**config.mk**
```make
export PLATFORM = sky130hd
export DESIGN_NAME = mtime_counter
export DESIGN_NICKNAME = d
export VERILOG_FILES = /design/src/rtl/mtime_counter.sv
export SDC_FILE = /design/constraint.sdc
export NUM_CORES = 1
export LEC_CHECK = 0
export BUFFER_PORTS_ARGS = -buffer_cell sky130_fd_sc_hd__buf_2
export CORE_MARGIN = 5
export CORE_UTILIZATION = 40
export DETAILED_ROUTE_END_ITERATION = 8
export SETUP_SLACK_MARGIN = 0.2
export SLEW_MARGIN = 20
export SYNTH_ARGS = -nofsm -noshare
export SYNTH_HDL_FRONTEND = slang
export SYNTH_SLANG_ARGS = --single-unit
```
**constraint.sdc**
```tcl
create_clock -name clk -period 4.65 [get_ports clk]
set_input_delay 0.6975 -clock clk [delete_from_list [all_inputs] [get_ports clk]]
set_output_delay 0.6975 -clock clk [all_outputs]
set_load 0.05 [all_outputs]
```
**src/rtl/mtime_counter.sv**
```systemverilog
// 64-bit machine timer with prescaler, split 32-bit write ports and a coherent high-word read snapshot.
// mtime updates one edge after a write or tick; tick is combinational; no backpressure, writes win over counting.
module mtime_counter #(
  parameter int PRESCALE = 1
) (
  input  logic        clk,
  input  logic        rst,
  input  logic        en,
  input  logic        wrl_n,
  input  logic        wrh_n,
  input  logic        rdl_n,
  input  logic [31:0] wdata,
  output logic [63:0] mtime,
  output logic [31:0] mtimel_o,
  output logic [31:0] mtimeh_o,
  output logic        tick
);

  localparam logic [15:0] PCNT_MAX = 16'(PRESCALE - 1);

  logic [15:0] pcnt;
  logic [31:0] snap;
  logic        wr;

  assign wr       = ~wrl_n | ~wrh_n;
  assign tick     = en & wrl_n & wrh_n & (pcnt == PCNT_MAX);
  assign mtimel_o = mtime[31:0];
  assign mtimeh_o = snap;

  always_ff @(posedge clk) begin
    if (rst) begin
      mtime <= 64'd0;
      pcnt  <= 16'd0;
      snap  <= 32'd0;
    end else begin
      // Snapshot uses the pre-edge high word so it pairs with the low word read this cycle.
      if (!rdl_n) snap <= mtime[63:32];
      if (wr) begin
        if (!wrl_n) mtime[31:0]  <= wdata;
        if (!wrh_n) mtime[63:32] <= wdata;
        pcnt <= 16'd0;
      end else if (tick) begin
        mtime <= mtime + 64'd1;
        pcnt  <= 16'd0;
      end else if (en) begin
        pcnt <= pcnt + 16'd1;
      end
    end
  end

endmodule

```
==> impl_metrics.yaml <==
routing:
  drc: 0
  viasPerCell: 5.88
  drtIter0Drc: 679
  wl_per_cell_um: 19.5
  firstDrtPassIters: 5
  vias: 6742
  drt-total-wl_mm: 22.4
  final_antenna_net_count: 0
setup_path:
  worstRegToRegCells: 7
  worst_ep_required_time_ns: 3.95
  reg2reg_from: "mtime[0]$_SDFFE_PP0P_"
  critPathLaunch: "wrh_n"
  cp-endpoint: "tick"
  rr_endpoint: "mtime[52]$_SDFFE_PP0P_"
  crit_fanout: 42
  arrival_ns: 2.43
  path_class: "input pin to output port"
  end_kind: "output port"
  regToRegSetupSlack_ns: 1.59
  startpoint_type: "input pin"
finish:
  num_antenna_cells: 0
  syn2layout_area_growth_pct: 14.7
  layout-drive-gt1-share_pct: 21.7
  fin_area_sq_mm: 0.00746
  final_net_count: 968
synth:
  ys_ff_latch: 112
  synth_top_family_by_area: "simple AND/OR/NAND/NOR gates"
  yosys.area.top_type_share_pct: 34.5
  yosys.area_share.xor_xnor_pct: 2.02
  synth_warnings: 0
  muxShareOfSynthArea_pct: 6.93
  synth_fa_ha_area_share_pct: 0.577
  synthTopCellsByArea: "dfxtp_1 34%, mux2i_1 6.9%, nor2_1 6.2%"
  syn_inst: 835
  synth.cell_area_sq_mm: 0.00650
  yosysMostFrequentCell: "dfxtp_1"
  yosysSeqAreaShare_pct: 34.5
  synth_ff_type: "dfxtp_1"
  ys_async_sr_fraction_pct: 0
  synth_compound_area_share_pct: 19.3
  synth-edff-count: 0
  yosysUniqueCellTypes: 58
  synth_top_cell_by_area: "dfxtp_1"
  synthesis.nets: 876
  avgSynthCellArea_sq_um: 7.79
  yosys-top-cells-count: "112 x dfxtp_1, 107 x nor2_1, 73 x nand2_1"
  synth_simple_gate_area_share_pct: 27.5
clock_network:
  clkSinkCount: 112
  ctsResizeCount: 0
  cts_hold_buf: 0
  htreeDepth: 3
  clk_pin_slew_worst_paths_ns: 0.07
  cts_tree: "yes"
  cts_root_buffer: "clkbuf_16"
  cts_made_buffers: 9
  cts_setup_buffers: 0
  insertion_delay_ns: 0.36
  clock_path_buffers: 2
floorplanning:
  start_util_pct: 40.8
  ios: 167
  core_area_sq_mm: 0.0159
  rows: 46
  die_h_um: 137
  dieArea_sq_mm: 0.0189
  die_w_um: 137
placed_design:
  placed_area_sq_mm: 0.00713
  io_buffers: 166
  globalplace.congestion: 0.975
  dp_slack_ns: 1.59
  hpwl_mm: 16.1
global_route:
  grt_max_degree: 63
  grt_overflow: 0
  grt_pass1_wl_mm: 34.2
  grt_usage_pct: 23.3
  antenna_found_initial: 0
  first_global_vias: 5958
worst_hold_path:
  worst_hold_path_type: "register to register"
sta:
  final.setup.tns_ns: 0
  fin_crit_ns: 3.13
  rsz0062_at_grt: "false"
  setup_viol: 0
  layout_setup_ws_ns: 1.52
  slew_violations: 0
  fmaxAchievable_mhz: 319
  timing.final.crit_share_pct: 67.3
  worstMarginPinSlew_ns: 0.997
  fin_skew_ns: 0.00904
  slew_headroom_pct: 33.3
  hold_viol: 0
run_status:
  outcome: "finished clean"
power_and_ir_drop:
  internal-power_w: 0.00165
  pwr-share-seq_pct: 43.4
  power_density_mw_per_mm2: 338
  pwr-share-comb_pct: 21.8
  pwr-share-clk_pct: 34.8
  p_leak_nw: 3.03
  sw_frac_of_total_pct: 34.7
  max-vdd-ir-drop_mv: 0.195
  power.switching_w: 0.000875
flow_run:
  maxCapViolations: 0
## sequential cells by signal, summed over array words and instances, names as in the netlist
signal / flops
pcnt: 16
mtimeh_o: 32
mtime: 64
## cell type report
cell class,count,area [sq um]
clock buffer,11,253
clock inverter,4,76.3
fill,1694,8490
inverter,14,52.6
multi-input combinational,616,3670
sequential,112,2240
tap,216,270
timing repair buffer,174,893
## metrics by stage
stage	std cells	hold slack, ns	total power (W)	util (%)
6_report	1147	0.491	0.00252	46.8
5_1_grt	1147	0.522	0.00262	46.8
4_1_cts	1147	0.496	0.00254	46.8
3_5_place_dp	1132	0.479	0.00167	44.7
3_3_place_gp	1132	0.471	0.00166	44.7
2_1_floorplan	835	0.479	0.00154	-
## power groups by stage
| stage | Sequential [W] | Clock (W) | Combinational [W] |
|---|---|---|---|
| after CTS | 0.00109 | 0.000896 | 0.000551 |
| after global placement | 0.00112 | 0 | 0.000550 |
| after detailed placement | 0.00112 | 0 | 0.000549 |
| after floorplan | 0.00125 | 0 | 0.000294 |
| after global routing | 0.00111 | 0.000928 | 0.000583 |
| final | 0.00110 | 0.000877 | 0.000550 |
## worst max-delay path, cell delays in order
cell and delay, ns:
buf_2 0.37, and2_1 0.22, buf_4 0.41, nand4b_1 0.20, inv_1 0.21, buf_2 0.31
## per-layer routing
metal,track usage [%],routed length (um)
met5,0,0
met2,35.2,9950
met3,4.27,1860
met1,32.6,9910
met4,9.65,690
## worst min-delay path by stage
| stage | startpoint | to | slack (ns) | depth (start not counted) |
|---|---|---|---|---|
| global placement | mtimeh_o[6]$_SDFFE_PP0N_ | mtimeh_o[6]$_SDFFE_PP0N_ | 0.47 | 2 |
| floorplan | pcnt[15]$_SDFFE_PP0P_ | pcnt[15]$_SDFFE_PP0P_ | 0.48 | 2 |
| global route | mtimeh_o[8]$_SDFFE_PP0N_ | mtimeh_o[8]$_SDFFE_PP0N_ | 0.52 | 2 |
| detailed placement | mtimeh_o[6]$_SDFFE_PP0N_ | mtimeh_o[6]$_SDFFE_PP0N_ | 0.48 | 2 |
| finish | mtimeh_o[8]$_SDFFE_PP0N_ | mtimeh_o[8]$_SDFFE_PP0N_ | 0.49 | 2 |
| CTS | mtimeh_o[6]$_SDFFE_PP0N_ | mtimeh_o[6]$_SDFFE_PP0N_ | 0.50 | 2 |
## cells in the final DEF (no fill, tap or decap), drive strengths merged, types with 4 or more instances in the layout
| cell type | count |
|---|---|
| buf | 174 |
| dfxtp | 112 |
| nor2 | 107 |
| nand2 | 73 |
| mux2i | 45 |
| nand3 | 40 |
| a21oi | 37 |
| o21ai | 37 |
| nand4 | 37 |
| nor4 | 30 |
| nor3 | 29 |
| a22oi | 25 |
| o22ai | 16 |
| inv | 15 |
| a31oi | 12 |
| o31ai | 12 |
| and3 | 12 |
| xor2 | 11 |
| clkbuf | 11 |
| a21o | 10 |
| o21a | 10 |
| or3 | 7 |
| nor2b | 6 |
| a211oi | 6 |
| o41ai | 4 |
| xnor2 | 4 |
| or4 | 4 |
## kinds of logic after synthesis
logic type | count (synthesis)
AOI/OAI and AO/OA | 192
DFF | 112
and+or+nand+nor | 361
xor gates and xnor gates | 15
muxes | 45
adders and majority gates | 3
buffers and inverters | 107
(Power assumes the default switching activity.)
